**config.mk**
```make
export PLATFORM = sky130hd
export DESIGN_NAME = text_row_sequencer
export DESIGN_NICKNAME = d
export VERILOG_FILES = /design/src/rtl/text_pkg.sv /design/src/rtl/glyph_dbuf.sv /design/src/rtl/text_row_sequencer.sv
export SDC_FILE = /design/constraint.sdc
export NUM_CORES = 1
export LEC_CHECK = 0
export BUFFER_PORTS_ARGS = -buffer_cell sky130_fd_sc_hd__buf_2
export CAP_MARGIN = 20
export CORE_AREA = 2 2 149 115
export DETAILED_ROUTE_END_ITERATION = 8
export DIE_AREA = 0 0 151 117
export PLACE_DENSITY = 0.89
export SYNTH_ARGS = -nofsm -noshare
export SYNTH_HDL_FRONTEND = slang
export SYNTH_SLANG_ARGS = --single-unit
```
**constraint.sdc**
```tcl
create_clock -name clk -period 16.35 [get_ports clk]
set_clock_uncertainty 0.15 [all_clocks]
set_input_delay 4.0875 -clock clk [delete_from_list [all_inputs] [get_ports clk]]
set_output_delay 4.0875 -clock clk [all_outputs]
set_load 0.02 [all_outputs]
```
**src/rtl/text_pkg.sv**
```systemverilog
// Shared constants for the text row path.
// Purpose: glyph ID codes used by game/score logic, the blank cell code,
// screen geometry and the sequencer FSM state type.
// Ports: none (package).
package text_pkg;

    // Glyph ID codes understood by the renderer.
    localparam logic [5:0] ID_DASH  = 6'd0;
    localparam logic [5:0] ID_A     = 6'd1;
    localparam logic [5:0] ID_B     = 6'd2;
    localparam logic [5:0] ID_C     = 6'd3;
    localparam logic [5:0] ID_D     = 6'd4;
    localparam logic [5:0] ID_E     = 6'd5;
    localparam logic [5:0] ID_G     = 6'd7;
    localparam logic [5:0] ID_H     = 6'd8;
    localparam logic [5:0] ID_K     = 6'd11;
    localparam logic [5:0] ID_M     = 6'd13;
    localparam logic [5:0] ID_O     = 6'd15;
    localparam logic [5:0] ID_R     = 6'd18;
    localparam logic [5:0] ID_U     = 6'd21;
    localparam logic [5:0] ID_V     = 6'd22;
    localparam logic [5:0] ID_Y     = 6'd25;
    localparam logic [5:0] ID_ONE   = 6'd29;
    localparam logic [5:0] ID_TWO   = 6'd30;
    localparam logic [5:0] ID_THREE = 6'd31;
    localparam logic [5:0] ID_FOUR  = 6'd32;
    localparam logic [5:0] ID_FIVE  = 6'd24;
    localparam logic [5:0] ID_SIX   = 6'd26;
    localparam logic [5:0] ID_SEVEN = 6'd27;
    localparam logic [5:0] ID_EIGHT = 6'd28;

    // A cell holding this code is never drawn.
    localparam logic [5:0] BLANK_ID = 6'd63;

    localparam int SCREEN_W = 640;
    localparam int SCREEN_H = 480;

    // FILL: shadow buffer open for writes.
    // PENDING: shadow committed, waiting for the next frame boundary.
    typedef enum logic [0:0] {
        ST_FILL    = 1'b0,
        ST_PENDING = 1'b1
    } seq_state_t;

endpackage

```
**src/rtl/glyph_dbuf.sv**
```systemverilog
// Double-buffered glyph ID store for one text row.
// Purpose: holds a shadow message that game logic edits and an active
// message that the pixel path reads. Commit snapshots length and origin
// into shadow registers; swap copies the whole shadow set into the active set.
// Ports:
//   clk, reset          pixel clock, synchronous active-high reset
//   wr_en, wr_addr,     shadow cell write
//   wr_id
//   commit, commit_len, latch length (already saturated) and origin
//   commit_x, commit_y
//   swap                copy shadow ids/len/origin into the active set
//   active_ids          flattened active cells, cell k at [k*6 +: 6]
//   active_len, active_x, active_y   active length and row origin
module glyph_dbuf
    import text_pkg::*;
#(
    parameter int MAX_CHARS = 8,
    localparam int AW = $clog2(MAX_CHARS)
) (
    input  logic                   clk,
    input  logic                   reset,
    input  logic                   wr_en,
    input  logic [AW-1:0]          wr_addr,
    input  logic [5:0]             wr_id,
    input  logic                   commit,
    input  logic [AW:0]            commit_len,
    input  logic [9:0]             commit_x,
    input  logic [8:0]             commit_y,
    input  logic                   swap,
    output logic [MAX_CHARS*6-1:0] active_ids,
    output logic [AW:0]            active_len,
    output logic [9:0]             active_x,
    output logic [8:0]             active_y
);

    logic [5:0] shadow_mem [MAX_CHARS];
    logic [5:0] active_mem [MAX_CHARS];
    logic [AW:0] shadow_len;
    logic [9:0]  shadow_x;
    logic [8:0]  shadow_y;

    // Shadow side: the write lands on the same edge as a commit, so a
    // write issued together with its commit is part of that message.
    always_ff @(posedge clk) begin
        if (reset) begin
            for (int i = 0; i < MAX_CHARS; i++) shadow_mem[i] <= BLANK_ID;
            shadow_len <= '0;
            shadow_x   <= '0;
            shadow_y   <= '0;
        end else begin
            if (wr_en) shadow_mem[wr_addr] <= wr_id;
            if (commit) begin
                shadow_len <= commit_len;
                shadow_x   <= commit_x;
                shadow_y   <= commit_y;
            end
        end
    end

    // Active side: copied wholesale; the shadow keeps its content so the
    // next message can be a partial edit of this one.
    always_ff @(posedge clk) begin
        if (reset) begin
            for (int i = 0; i < MAX_CHARS; i++) active_mem[i] <= BLANK_ID;
            active_len <= '0;
            active_x   <= '0;
            active_y   <= '0;
        end else if (swap) begin
            for (int i = 0; i < MAX_CHARS; i++) active_mem[i] <= shadow_mem[i];
            active_len <= shadow_len;
            active_x   <= shadow_x;
            active_y   <= shadow_y;
        end
    end

    always_comb begin
        active_ids = '0;
        for (int i = 0; i < MAX_CHARS; i++) active_ids[i*6 +: 6] = active_mem[i];
    end

endmodule

```
**src/rtl/text_row_sequencer.sv**
```systemverilog
// Text row sequencer for the VGA glyph renderer.
// Purpose: for each pixel (x,y) finds the character cell the pixel falls in
// and presents that cell's glyph ID and start coordinates one cycle later.
// The message is edited in a shadow buffer and becomes visible only at the
// next frame_start after a commit, so a frame never mixes two messages.
// Ports:
//   clk, reset            pixel clock, synchronous active-high reset
//   x, y                  current pixel
//   frame_start           one-cycle pulse at start of vertical blank
//   wr_valid/wr_ready     shadow write handshake (wr_addr, wr_id)
//   wr_commit             close the shadow message (wr_len, origin_x/y)
//   pending               commit taken, waiting for frame_start
//   glyph_*               renderer request, registered, 1-cycle latency
//
// Handshake: a write or commit is taken on a cycle where it is asserted and
// wr_ready=1. wr_ready is 1 only in FILL and does not depend on wr_valid or
// wr_commit; requests presented while wr_ready=0 are dropped, not held.
module text_row_sequencer
    import text_pkg::*;
#(
    parameter int MAX_CHARS  = 8,
    parameter int CHAR_PITCH = 48,
    parameter int GLYPH_W    = 40,
    parameter int GLYPH_H    = 40,
    localparam int AW = $clog2(MAX_CHARS)
) (
    input  logic          clk,
    input  logic          reset,
    input  logic [9:0]    x,
    input  logic [8:0]    y,
    input  logic          frame_start,
    input  logic          wr_valid,
    output logic          wr_ready,
    input  logic [AW-1:0] wr_addr,
    input  logic [5:0]    wr_id,
    input  logic          wr_commit,
    input  logic [AW:0]   wr_len,
    input  logic [9:0]    origin_x,
    input  logic [8:0]    origin_y,
    output logic          pending,
    output logic [5:0]    glyph_id,
    output logic [9:0]    glyph_xstart,
    output logic [8:0]    glyph_ystart,
    output logic [6:0]    glyph_wwidth,
    output logic [6:0]    glyph_wheight,
    output logic          glyph_active
);

    localparam logic [AW:0] MAX_LEN = (AW+1)'(MAX_CHARS);

    seq_state_t state, state_next;
    logic wr_en, commit_en, swap_en;
    logic [AW:0] commit_len;

    logic [MAX_CHARS*6-1:0] act_ids;
    logic [AW:0] act_len;
    logic [9:0]  act_x;
    logic [8:0]  act_y;

    // ---------------- FSM: state register ----------------
    always_ff @(posedge clk) begin
        if (reset) state <= ST_FILL;
        else       state <= state_next;
    end

    // ---------------- FSM: next state ----------------
    // frame_start in FILL is ignored, including the cycle that commits.
    always_comb begin
        state_next = state;
        case (state)
            ST_FILL:    if (wr_commit)   state_next = ST_PENDING;
            ST_PENDING: if (frame_start) state_next = ST_FILL;
            default:    state_next = ST_FILL;
        endcase
    end

    // ---------------- FSM: outputs ----------------
    always_comb begin
        wr_ready  = (state == ST_FILL);
        pending   = (state == ST_PENDING);
        wr_en     = wr_valid  && (state == ST_FILL);
        commit_en = wr_commit && (state == ST_FILL);
        swap_en   = frame_start && (state == ST_PENDING);
    end

    assign commit_len = (wr_len > MAX_LEN) ? MAX_LEN : wr_len;

    glyph_dbuf #(.MAX_CHARS(MAX_CHARS)) u_dbuf (
        .clk        (clk),
        .reset      (reset),
        .wr_en      (wr_en),
        .wr_addr    (wr_addr),
        .wr_id      (wr_id),
        .commit     (commit_en),
        .commit_len (commit_len),
        .commit_x   (origin_x),
        .commit_y   (origin_y),
        .swap       (swap_en),
        .active_ids (act_ids),
        .active_len (act_len),
        .active_x   (act_x),
        .active_y   (act_y)
    );

    // ---------------- cell selection ----------------
    // Cell xstarts grow with k, so scanning upward and keeping the last
    // match yields the largest k whose xstart is at or left of x.
    // Arithmetic is 11 bits so origin + k*pitch never wraps.
    logic        sel_found;
    logic [10:0] sel_x;
    logic [5:0]  sel_id;
    logic [10:0] cell_x;
    logic        hit;

    always_comb begin
        sel_found = 1'b0;
        sel_x     = '0;
        sel_id    = '0;
        cell_x    = '0;
        for (int k = 0; k < MAX_CHARS; k++) begin
            cell_x = {1'b0, act_x} + 11'(k * CHAR_PITCH);
            if ((k < int'(act_len)) && ({1'b0, x} >= cell_x)) begin
                sel_found = 1'b1;
                sel_x     = cell_x;
                sel_id    = act_ids[k*6 +: 6];
            end
        end
    end

    // A cell starting off-screen is never drawn, even if x reaches it.
    always_comb begin
        hit = sel_found
           && ({1'b0, x} < sel_x + 11'(GLYPH_W))
           && (sel_x <= 11'(SCREEN_W - 1))
           && ({1'b0, y} >= {1'b0, act_y})
           && ({1'b0, y} <  {1'b0, act_y} + 10'(GLYPH_H))
           && (sel_id != BLANK_ID);
    end

    always_ff @(posedge clk) begin
        if (reset || !hit) begin
            glyph_active <= 1'b0;
            glyph_id     <= '0;
            glyph_xstart <= '0;
            glyph_ystart <= '0;
        end else begin
            glyph_active <= 1'b1;
            glyph_id     <= sel_id;
            glyph_xstart <= sel_x[9:0];
            glyph_ystart <= act_y;
        end
    end

    assign glyph_wwidth  = 7'(GLYPH_W);
    assign glyph_wheight = 7'(GLYPH_H);

endmodule

```
==> metrics.csv <==
stage;metric;value;unit
outcome;outcome;finished, final reports clean;
logic_synthesis;synth_common_cells;nand2_1 (108), edfxtp_1 (96), ha_1 (80);
global_routing;gr-usage-all-layers;30.6;%
logic_synthesis;yosysMostFrequentCell;nand2_1;
clock_network;clk_latency;0.44;ns
sta;maxSlewHeadroom;27.6;%
logic_synthesis;synth_ff_type;edfxtp_1;
floorplanning;initial_core_util;58.4;%
logic_synthesis;synth_area_per_cell;9.86;sq um
power;peakVddDrop;0.0000675;V
sta;hold_ws;0.310;ns
critical_path;r2r_start;u_dbuf.active_x[7];
logic_synthesis;async_flop_share;0;%
global_routing;grt_pass1_vias;7472;
sta;worstMarginPinSlew;1.08;ns
clock_network;post_cts_resized;0;
critical_path;worstPathArrival;9.38;ns
logic_synthesis;synth_enable_flop_cells;96;
critical_path;startpoint;x[8];
placed_design;dpl-instance-area;10000;sq um
sta;drv_slew;0;
detailed_routing;wl_met2;11900;microns
detailed_routing;drt_iter0_markers;802;
critical_path;reg2reg_slack;8.74;ns
final_layout;final_area;10700;sq um
clock_network;cts.clk_slew.worst_paths;0.07;ns
clock_network;clkSinkCount;169;
clock_network;cts_setup_buffers;0;
floorplanning;die_area;17700;sq um
detailed_routing;routed_wirelength;26700;microns
final_layout;nets;1167;
logic_synthesis;synth.yosys.seq_area_share;45.6;%
final_layout;antenna_cells;0;
detailed_routing;drtAntennaViolNets;0;
power;leakage;3.84;nW
final_layout;post-route-util;65.3;%
sta;setup_ws;7.16;ns
clock_network;postCtsHoldBufs;0;
critical_path;r2r_end;glyph_id[5];
detailed_routing;wl_met3;2820;microns
detailed_routing;wl_per_cell;21.2;microns
detailed_routing;drc;0;
critical_path;end_kind;flip-flop;
floorplanning;die_x;151;microns
logic_synthesis;synth_cell_types;75;
logic_synthesis;ys_warn_count;0;
critical_path;critical_path_class;in -> reg;
global_routing;grt_max_degree;85;
logic_synthesis;synth.area.top_cells;edfxtp_1 (30%), dfxtp_1 (15%), ha_1 (11%), nand2_1 (4.3%), a21oi_1 (3.5%);
logic_synthesis;postSynthCellCount;966;
detailed_routing;maxUsedRoutingLayer;met4;
sta;period_needed;9.19;ns
sta;max_freq;109;MHz
floorplanning;dieHeight;117;microns
floorplanning;io_pins;98;
clock_network;clockBufferDepth;2;
global_routing;grt_remaining_overflow;0;
critical_path;worstPathRequired;16.54;ns
logic_synthesis;ys_seq_elements;169;
sta;setup_violations;0;
critical_path;path_max_fanout;16;
critical_path;start_kind;input pin;
global_routing;antenna_found_initial;0;
detailed_routing;dr.pass1.iters;5;
floorplanning;fp.coreArea;16300;sq um
placed_design;place_ws;6.92;ns
placed_design;numPortBuffers;83;
logic_synthesis;synth_largest_area_cell;edfxtp_1;
critical_path;ff2ff_path_depth;25;
global_routing;grt_pass1_wl;40500;microns
detailed_routing;viasPerCell;6.27;
placed_design;dp_hpwl;18700;microns
sta;rsz0062_at_grt;false;
logic_synthesis;synth_top_area_share;30.3;%
final_layout;num-fill-cells;1236;
sta;fin_tns_setup;0;ns
clock_network;cts-htree-levels;4;
detailed_routing;via_count;7895;
floorplanning;rows;41;
final_layout;drive_gt1_share;18.1;%
clock_network;cts_tree;yes;
worst_hold_path;hold_path.class;reg -> reg;
clock_network;tritoncts.num_buffers;17;
final_layout;syn2layout_area_growth;11.9;%
placed_design;gp_congestion;1.01;
clock_network;root_buffer;clkbuf_16;
sta;hold_violations;0;
job;max_cap_violations;0;
critical_path;worstSetupEndpoint;glyph_id[5];
power;powerDensity;92.0;nW/um^2
detailed_routing;met1_length;11200;microns
sta;min_period_over_period;56.2;%
logic_synthesis;synth_area;9530;sq um
kinds of logic (layout without fill, tap and decap cells):
logic type | after synthesis | count (layout) | synth area share [%]
flops | 169 | 169 | 45.6
simple gates | 364 | 364 | 20.5
mux | 1 | 1 | 0.105
xor+xnor | 32 | 32 | 2.94
other cells | 2 | 14 | 0.0788
buf+inv | 96 | 162 | 4.66
fa+ha+maj | 80 | 80 | 10.5
compound gates | 222 | 222 | 15.6
routing by layer:
layer  vias to the layer above  GRT usage, %
met4                         0          9.72
li1                       3619             -
met2                       466          47.3
met3                        70          8.68
met5                         -             0
met1                      3740          42.1
worst max-delay path, stage by stage:
cell       delay (ns)
buf_2            0.24
ha_1             0.29
a21o_1           0.17
a2111oi_0        0.43
o211ai_1         0.26
nand2_1          0.52
nand4_4          0.18
or4_1            0.58
and3_1           0.22
nand2_1          0.13
nor3b_1          0.32
xor2_1           0.22
ha_1             0.28
a211oi_1         0.20
nand3_1          0.11
o21ai_0          0.16
nand2_1          0.07
nor3_1           0.23
o21ai_2          0.20
buf_8            0.22
nor3b_1          0.23
state kept, by name, summed over array words and instances (netlist names):
register,flops
u_dbuf.active_mem,48
u_dbuf.shadow_mem,48
glyph_xstart,10
u_dbuf.active_x,10
u_dbuf.shadow_x,10
glyph_ystart,9
u_dbuf.active_y,9
u_dbuf.shadow_y,9
glyph_id,6
u_dbuf.active_len,4
u_dbuf.shadow_len,4
glyph_active,1
pending,1
final cells by class:
cell class	instances	area, sq um	share of cell area, %
clock buffer	17	425	3.99
sequential	169	4340	40.8
timing repair buffer	91	483	4.53
clock inverter	15	204	1.91
tap	215	269	2.52
inverter	39	146	1.37
multi-input combinational	713	4790	44.9
worst min path at each step:
stage	start	to	depth (start not counted)
6_report	u_dbuf.shadow_y[4]	u_dbuf.shadow_y[4]	2
5_1_grt	u_dbuf.shadow_y[4]	u_dbuf.shadow_y[4]	2
4_1_cts	u_dbuf.shadow_y[4]	u_dbuf.shadow_y[4]	2
3_5_place_dp	u_dbuf.shadow_y[2]	u_dbuf.active_y[2]	2
3_3_place_gp	u_dbuf.shadow_y[1]	u_dbuf.active_y[1]	2
2_1_floorplan	u_dbuf.shadow_len[3]	u_dbuf.active_len[3]	2
power by group:
| group | switching, mW | internal, mW | leakage (nW) | total (mW) |
|---|---|---|---|---|
| logic | 0.0642 | 0.0348 | 2.23 | 0.0991 |
| clock network | 0.198 | 0.222 | 0.304 | 0.420 |
| registers | 0.00526 | 0.456 | 1.31 | 0.462 |
stage by stage:
stage,cells,total power [mW]
finish,1259,0.981
detailed placement,1226,0.566
global placement,1226,0.563
CTS,1258,0.978
global route,1259,1.01
floorplan,978,0.537
cells in the final DEF, fill, tap and decap left out, drive strengths merged, types with 17 or more instances in the layout:
cell / n
a21oi: 67
buf: 91
clkbuf: 17
dfxtp: 73
edfxtp: 96
ha: 80
inv: 43
nand2: 108
nand2b: 24
nand3: 26
nor2: 29
nor3: 29
o21ai: 51
or2: 51
or3: 39
xnor2: 25
No activity file was read; power rests on OpenSTA's default activity.
